--- src/rtl/poly_weight_scan_ctrl.sv ---
// Streams P coefficients from RAM, writes a per-coefficient nonzero mask, and checks weight == 2*T.
// done pulses P+3 cycles after start is sampled; `define OVERWEIGHT_EXIT_EN enables early exit at 2*T+1 nonzeros.
module poly_weight_scan_ctrl #(
    parameter int P  = 677,
    parameter int T  = 101,
    parameter int AW = 10,
    parameter int CW = 11
) (
    input  logic          clk,
    input  logic          rst,
    input  logic          start,
    output logic          busy,
    output logic          done,
    output logic          mem_ren,
    output logic [AW-1:0] mem_raddr,
    input  logic [CW-1:0] mem_rdata,
    output logic          mask_wen,
    output logic [AW-1:0] mask_waddr,
    output logic          mask_wdata,
    output logic [AW-1:0] nz_count,
    output logic          weight_ok
);
    typedef enum logic [2:0] {
        S_IDLE,
        S_SCAN,
        S_DRAIN,
        S_CHECK,
        S_DONE
    } state_t;

    localparam logic [AW-1:0] LAST   = AW'(P - 1);
    localparam logic [AW-1:0] TARGET = AW'(2 * T);

    state_t        state_q, state_d;
    logic [AW-1:0] addr_q, addr_d;
    logic          mem_ren_q, mem_ren_d;
    logic [AW-1:0] mem_raddr_q, mem_raddr_d;
    logic          v_q, v_d;
    logic [AW-1:0] a_q, a_d;
    logic [AW-1:0] nz_q, nz_d;
    logic          weight_ok_q, weight_ok_d;
    logic          busy_q, busy_d;
    logic          done_q, done_d;
    logic          rdata_nz;
    logic          hit;

    assign rdata_nz = |mem_rdata;
    assign hit      = v_q & rdata_nz;

    always_comb begin
        state_d     = state_q;
        addr_d      = addr_q;
        mem_ren_d   = 1'b0;
        mem_raddr_d = '0;
        v_d         = mem_ren_q;
        a_d         = mem_raddr_q;
        nz_d        = hit ? nz_q + AW'(1) : nz_q;
        weight_ok_d = weight_ok_q;

        case (state_q)
            S_IDLE: begin
                if (start) begin
                    state_d     = S_SCAN;
                    mem_ren_d   = 1'b1;
                    mem_raddr_d = '0;
                    addr_d      = AW'(1);
                    nz_d        = '0;
                    weight_ok_d = 1'b0;
                end
            end
            S_SCAN: begin
                // mem_raddr_q is the address issued this cycle; leave once the last one is out
                if (mem_raddr_q == LAST) begin
                    state_d = S_DRAIN;
                end else begin
                    mem_ren_d   = 1'b1;
                    mem_raddr_d = addr_q;
                    addr_d      = addr_q + AW'(1);
                end
            end
            S_DRAIN: state_d = S_CHECK;
            S_CHECK: begin
                weight_ok_d = (nz_q == TARGET);
                state_d     = S_DONE;
            end
            S_DONE:  state_d = S_IDLE;
            default: state_d = S_IDLE;
        endcase

`ifdef OVERWEIGHT_EXIT_EN
        // Weight already exceeded: drop the in-flight read and jump to the verdict
        if (hit && (nz_q == TARGET)) begin
            nz_d        = AW'(2 * T + 1);
            state_d     = S_CHECK;
            mem_ren_d   = 1'b0;
            mem_raddr_d = '0;
            v_d         = 1'b0;
            a_d         = '0;
        end
`else
`endif

        busy_d = (state_d == S_SCAN) || (state_d == S_DRAIN) || (state_d == S_CHECK);
        done_d = (state_d == S_DONE);
    end

    always_ff @(posedge clk) begin
        if (rst) begin
            state_q     <= S_IDLE;
            addr_q      <= '0;
            mem_ren_q   <= 1'b0;
            mem_raddr_q <= '0;
            v_q         <= 1'b0;
            a_q         <= '0;
            nz_q        <= '0;
            weight_ok_q <= 1'b0;
            busy_q      <= 1'b0;
            done_q      <= 1'b0;
        end else begin
            state_q     <= state_d;
            addr_q      <= addr_d;
            mem_ren_q   <= mem_ren_d;
            mem_raddr_q <= mem_raddr_d;
            v_q         <= v_d;
            a_q         <= a_d;
            nz_q        <= nz_d;
            weight_ok_q <= weight_ok_d;
            busy_q      <= busy_d;
            done_q      <= done_d;
        end
    end

    assign busy       = busy_q;
    assign done       = done_q;
    assign mem_ren    = mem_ren_q;
    assign mem_raddr  = mem_raddr_q;
    assign mask_wen   = v_q;
    assign mask_waddr = v_q ? a_q : '0;
    assign mask_wdata = hit;
    assign nz_count   = nz_q;
    assign weight_ok  = weight_ok_q;

endmodule
--- config.mk ---
export PLATFORM = sky130hd
export DESIGN_NAME = poly_weight_scan_ctrl
export DESIGN_NICKNAME = d
export VERILOG_FILES = /design/src/rtl/poly_weight_scan_ctrl.sv
export SDC_FILE = /design/constraint.sdc
export NUM_CORES = 1
export LEC_CHECK = 0
export ABC_CLOCK_PERIOD_IN_PS = 1600
export CAP_MARGIN = 20
export CELL_PAD_IN_SITES_DETAIL_PLACEMENT = 1
export CELL_PAD_IN_SITES_GLOBAL_PLACEMENT = 2
export CORE_AREA = 8 8 97 99
export CTS_CLUSTER_DIAMETER = 60
export DETAILED_ROUTE_END_ITERATION = 8
export DIE_AREA = 0 0 105 107
export GPL_TIMING_DRIVEN = 0
export PLACE_DENSITY_LB_ADDON = 0.15
export SLEW_MARGIN = 40
export SYNTH_ARGS = -nofsm -noshare
export SYNTH_HDL_FRONTEND = slang
export SYNTH_SLANG_ARGS = --single-unit
export TNS_END_PERCENT = 30
--- constraint.sdc ---
create_clock -name clk -period 1.6 [get_ports clk]
set_input_delay 0.32 -clock clk [delete_from_list [all_inputs] [get_ports clk]]
set_output_delay 0.32 -clock clk [all_outputs]
set_load 0.03 [all_outputs]
**After elaboration in Yosys (flattened, before gate mapping)**

Index checks and enable logic that the tools add are counted.

- Memory bits (writable): 0
- Bits of input ports: 14
- Logic and storage cells: 49
- Memory bits (read-only): 0
- Bits in registers: 48
- Latch bits: 0
- Memories: 0
- Output and inout bits: 36

- Shift-type cells: 0
- Bitwise logic cells: 2
- Reductions and logical operators: 9
- Multipliers: 0
- Divide/modulo/power cells: 0
- $lt $le $gt $ge: 0
- Add/subtract/negate cells: 2
- Eq/ne operators: 11
- Mux-type cells: 15

Operators with widths:

| kind | count |
|---|---|
| two-way mux 10 bit | 6 |
| adder 10 x 1 -> 10 bit (second input constant) | 2 |
| one-hot mux 10 bit (2 select lines) | 1 |
| equality test 3 x 2 -> 1 bit (second input constant) | 4 |
| one-hot mux 3 bit (4 select lines) | 1 |
| OR reduction 11 bit | 1 |
| equality test 10 bit (second input constant) | 1 |
| equality test 10 x 8 -> 1 bit (second input constant) | 1 |
| equality test 3 x 1 -> 1 bit (second input constant) | 2 |
| two-way mux 3 bit | 2 |
| != test 2 bit (second input constant) | 2 |
| one-hot mux 1 bit (2 select lines) | 2 |
| nonzero test 2 bit | 2 |
| equality test 3 bit (second input constant) | 1 |
| zero test 3 bit | 1 |
| two-way mux 1 bit | 3 |
| AND reduction 3 bit | 1 |
| OR reduction 3 bit | 1 |
| logical OR 1 bit | 2 |
| AND reduction 2 bit | 1 |
| bitwise AND 1 bit | 1 |
| inverter 1 bit | 1 |

**Logic depth before layout (Yosys ltp)**

- Depth after elaboration: 6
- Gate-level depth with buffers: 5
- Depth with buffers taken out: 5

**Worst setup path after synthesis**

OpenSTA, ideal clock, no wires.

- Path type: flip-flop to flip-flop
- Start: reg mem_raddr_q[2] (netlist: mem_raddr[2])
- End: reg addr_q[1]
- Buffers on the path: 0
- Path slack: -0.172 ns
- Library setup time: 0.117 ns
- Clock period less this slack: 1.772 ns
- Required time: 1.483 ns
- Data arrival time: 1.655 ns
- Stages on the path, launching flop included: 5
- Cell sequence: dfxtp_1 > or4b_4 > o311ai_2 > nor2_1 > a32o_1

- Cells in the longest elaborated chain, start to end: 3

Ends and longest elaborated chain:

| what | line | RTL |
|---|---|---|
| start, declared | 37 | `logic [AW-1:0] mem_raddr_q, mem_raddr_d;` |
| start signal, assigned | 123 | `mem_raddr_q <= mem_raddr_d;` |
| equality test 10 bit | 73 | `if (mem_raddr_q == LAST) begin` |
| != test 2 bit (no line) | n/a |  |
| AND reduction 3 bit (no line) | n/a |  |
| end signal, assigned | 121 | `addr_q <= addr_d;` |
| end, declared | 35 | `logic [AW-1:0] addr_q, addr_d;` |

Every way passes these cells.
A chain may end at the register's enable or synchronous reset.

**Worst setup path after layout**

- Start: reg mem_raddr_q[1] (netlist: mem_raddr[1])
- End: reg addr_q[1]

Same word-level chain as after synthesis.

==> results.sh <==
export IMPL_status="finished, violations left"
export IMPL_violations="setup timing"
export IMPL_path_max_fanout=10
export IMPL_synthArstFlopShare_pct=0
export IMPL_synth_top_area_share_pct=48.7
export IMPL_grt_pass1_wl_um=9740
export IMPL_drt_vias_per_instance=4.65
export IMPL_wl_um=5840
export IMPL_finalWorstSetupSlack_ps=-94.5
export IMPL_setup_viol=23
export IMPL_gp_congestion=0.718
export IMPL_start_kind="flip-flop"
export IMPL_critPathRequiredTime_ps=1800
export IMPL_synth_seq_cells=48
export IMPL_grt_overflow_total=0
export IMPL_drt_iter0_markers=35
export IMPL_r2r_start="mem_raddr[1]"
export IMPL_synth_cell_area_um2=1970
export IMPL_rsz0062_at_grt="yes"
export IMPL_drive_gt1_share_pct=26.4
export IMPL_hold_path_class="flip-flop to flip-flop"
export IMPL_area_delta_synth_final_pct=47.7
export IMPL_p_leak_nw=1.25
export IMPL_synth_edf_count=0
export IMPL_fin_tns_setup_ps=-1090
export IMPL_fin_area_um2=2920
export IMPL_avgSynthCellArea_um2=9.54
export IMPL_port_buffers=49
export IMPL_clock_fmax_mhz=590
export IMPL_via_count=1770
export IMPL_max_slew_margin_pct=69.7
export IMPL_die_h_um=107
export IMPL_cap_violations=0
export IMPL_arrival_ps=1890
export IMPL_dieWidth_um=105
export IMPL_post_route_period_util_pct=106
export IMPL_fin_skew_ps=7.92
export IMPL_hold_viol=0
export IMPL_synth_area_top_cells="dfxtp_1 (49%), and2_1 (6.0%), nor2b_1 (3.5%), or3_1 (2.9%), a21oi_1 (2.8%)"
export IMPL_io_pins=50
export IMPL_yosysSeqAreaShare_pct=48.7
export IMPL_crit_type="flip-flop to flip-flop"
export IMPL_n_antenna_cell=0
export IMPL_route_detailed_drc=0
export IMPL_rows=33
export IMPL_end_kind="flip-flop"
export IMPL_synth_cells=207
export IMPL_ir_drop_v=0.000296
export IMPL_track_usage_pct=10.7
export IMPL_synth_commonest_cells="dfxtp_1 (48), and2_1 (19), nand2_1 (14)"
export IMPL_start_util_pct=24.9
export IMPL_grt_max_degree=16
export IMPL_synth_distinct_cells=43
export IMPL_syn_nets=224
export IMPL_slew_violations=0
export IMPL_clkTransAtPathRegs_ps=90
export IMPL_root_buffer="clkbuf_8"
export IMPL_cts_buffers=5
export IMPL_dp_hpwl_um=4310
export IMPL_cts_tree="done"
export IMPL_avgRoutedWirePerCell_um=15.3
export IMPL_drtPass1Iterations=3
export IMPL_cts_sinks=48
export IMPL_final_min_clock_period_ps=1690
export IMPL_synth_main_ff_cell="dfxtp_1"
export IMPL_hp_start="mem_ren"
export IMPL_ant_nets=0
export IMPL_clk_path_buf_depth=2
export IMPL_insertion_delay_ps=300
export IMPL_worst_pin_slew_ps=449
export IMPL_yosysMostFrequentCell="dfxtp_1"
export IMPL_postPlaceCellArea_um2=2610
export IMPL_cp_startpoint="mem_raddr[1]"
export IMPL_htreeDepth=2
export IMPL_fin_nets=292
export IMPL_fp_dieArea_um2=11200
export IMPL_synth_top_cell_by_area="dfxtp_1"
export IMPL_grt_pass1_vias=1881
export IMPL_power_density_nw_per_um2=753
export IMPL_yosys_warnings=0
export IMPL_core_area_um2=7930
export IMPL_antenna_found_initial=0
## path summary, 6_finish.rpt
path,end,slack [ps],cells after the start
setup / recovery,addr_q[1],-90,4
hold / removal,mask_wen,460,1
setup reg to reg,addr_q[1],-90,4
hold reg to reg,mask_wen,460,1
## critical path: stages (launching register included)
cell,delay (ps)
dfxtp_4,350
or4b_4,580
o311ai_4,360
nor2_4,90
a32o_1,210
## power by group
part           total, mW  switching, mW  internal (mW)
logic              0.182          0.102         0.0800
registers           1.23         0.0180           1.21
clock network      0.787          0.437          0.351
total               2.20          0.557           1.64
## through the flow
step                instances  hold WS [ps]  utilization (%)  power, mW  setup WS (ps)
floorplan                 207           444                -       1.33          -54.8
global placement          361           448             32.9       1.42           -872
detailed placement        361           464             32.9       1.42           -886
CTS                       374           468             34.7       2.23           -228
global route              381           484             36.8       2.31           -135
finish                    381           462             36.8       2.20          -94.5
## area by class of cell
type                       instances  area, um^2
sequential                        48         983
clock buffer                       6        82.6
timing repair buffer              61         526
tap                              105         131
fill                             933        5010
buffer                             7        57.6
multi-input combinational        147        1100
clock inverter                     2        15.0
inverter                           5        18.8
## layer usage
layer,GRT usage [%],up-vias,wire length [um]
li1,-,883,-
met1,12.2,840,2660
met2,18.4,41,2810
met3,3.36,6,307
met4,3.67,0,72
met5,0,-,0
## state kept, by name, summed over array words and instances, names as in the netlist
name	flops
mem_raddr	10
state_q	3
weight_ok	1
mem_ren	1
addr_q	10
nz_count	10
a_q	10
busy	1
done	1
mask_wen	1
## cell usage in the layout (no fill, tap or decap), types with 2 or more instances in the layout
| cell type | Yosys | final |
|---|---|---|
| dfxtp_1 | 48 | 34 |
| dlygate4sd2_1 | 0 | 27 |
| and2_1 | 19 | 19 |
| nand2_1 | 14 | 14 |
| dfxtp_2 | 0 | 12 |
| a21oi_1 | 11 | 11 |
| nor2b_1 | 11 | 11 |
| buf_2 | 2 | 10 |
| buf_4 | 0 | 10 |
| or3_1 | 9 | 9 |
| nand3_1 | 9 | 8 |
| clkbuf_8 | 0 | 7 |
| dlymetal6s2s_1 | 0 | 7 |
| nor2_1 | 7 | 6 |
| inv_1 | 5 | 5 |
| buf_6 | 1 | 5 |
| or4_1 | 6 | 5 |
| o21ai_0 | 6 | 5 |
| nor3_1 | 5 | 4 |
| nor4_4 | 1 | 3 |
| or2_2 | 3 | 3 |
| mux2i_1 | 3 | 3 |
| o31ai_1 | 4 | 3 |
| nand4_1 | 3 | 3 |
| ha_1 | 3 | 3 |
| clkdlybuf4s50_1 | 0 | 3 |
| nor2_4 | 0 | 2 |
| nor4_2 | 2 | 2 |
| and3_1 | 3 | 2 |
| and4_1 | 2 | 2 |
| o211a_1 | 2 | 2 |
| o211ai_1 | 2 | 2 |
| xnor2_1 | 2 | 2 |
| o21ai_1 | 2 | 2 |
| clkinvlp_4 | 0 | 2 |
| clkbuf_4 | 0 | 2 |
| dfxtp_4 | 0 | 2 |
## logic make-up (layout without fill, tap and decap cells)
kind of cell,Yosys count,in the layout,share of synthesized area (%)
and+or+nand+nor,105,105,33.0
buffers and inverters,12,81,2.79
adders and majority gates,3,3,1.90
DFF,48,48,48.7
AOI/OAI and AO/OA,34,34,11.3
xor gates and xnor gates,2,2,0.887
muxes,3,3,1.52
## timing repair
item | 4_1_cts | 5_1_grt
buffers inserted | 4 | 6
hold endpoints to repair | 0 | 0
pin swaps | 9 | 14
resized for setup | 106 | 35
setup endpoints to repair | 69 | 43
gates cloned | 1 | 1
hold buffers | 0 | 0
Power figures use the tool's default switching activity.
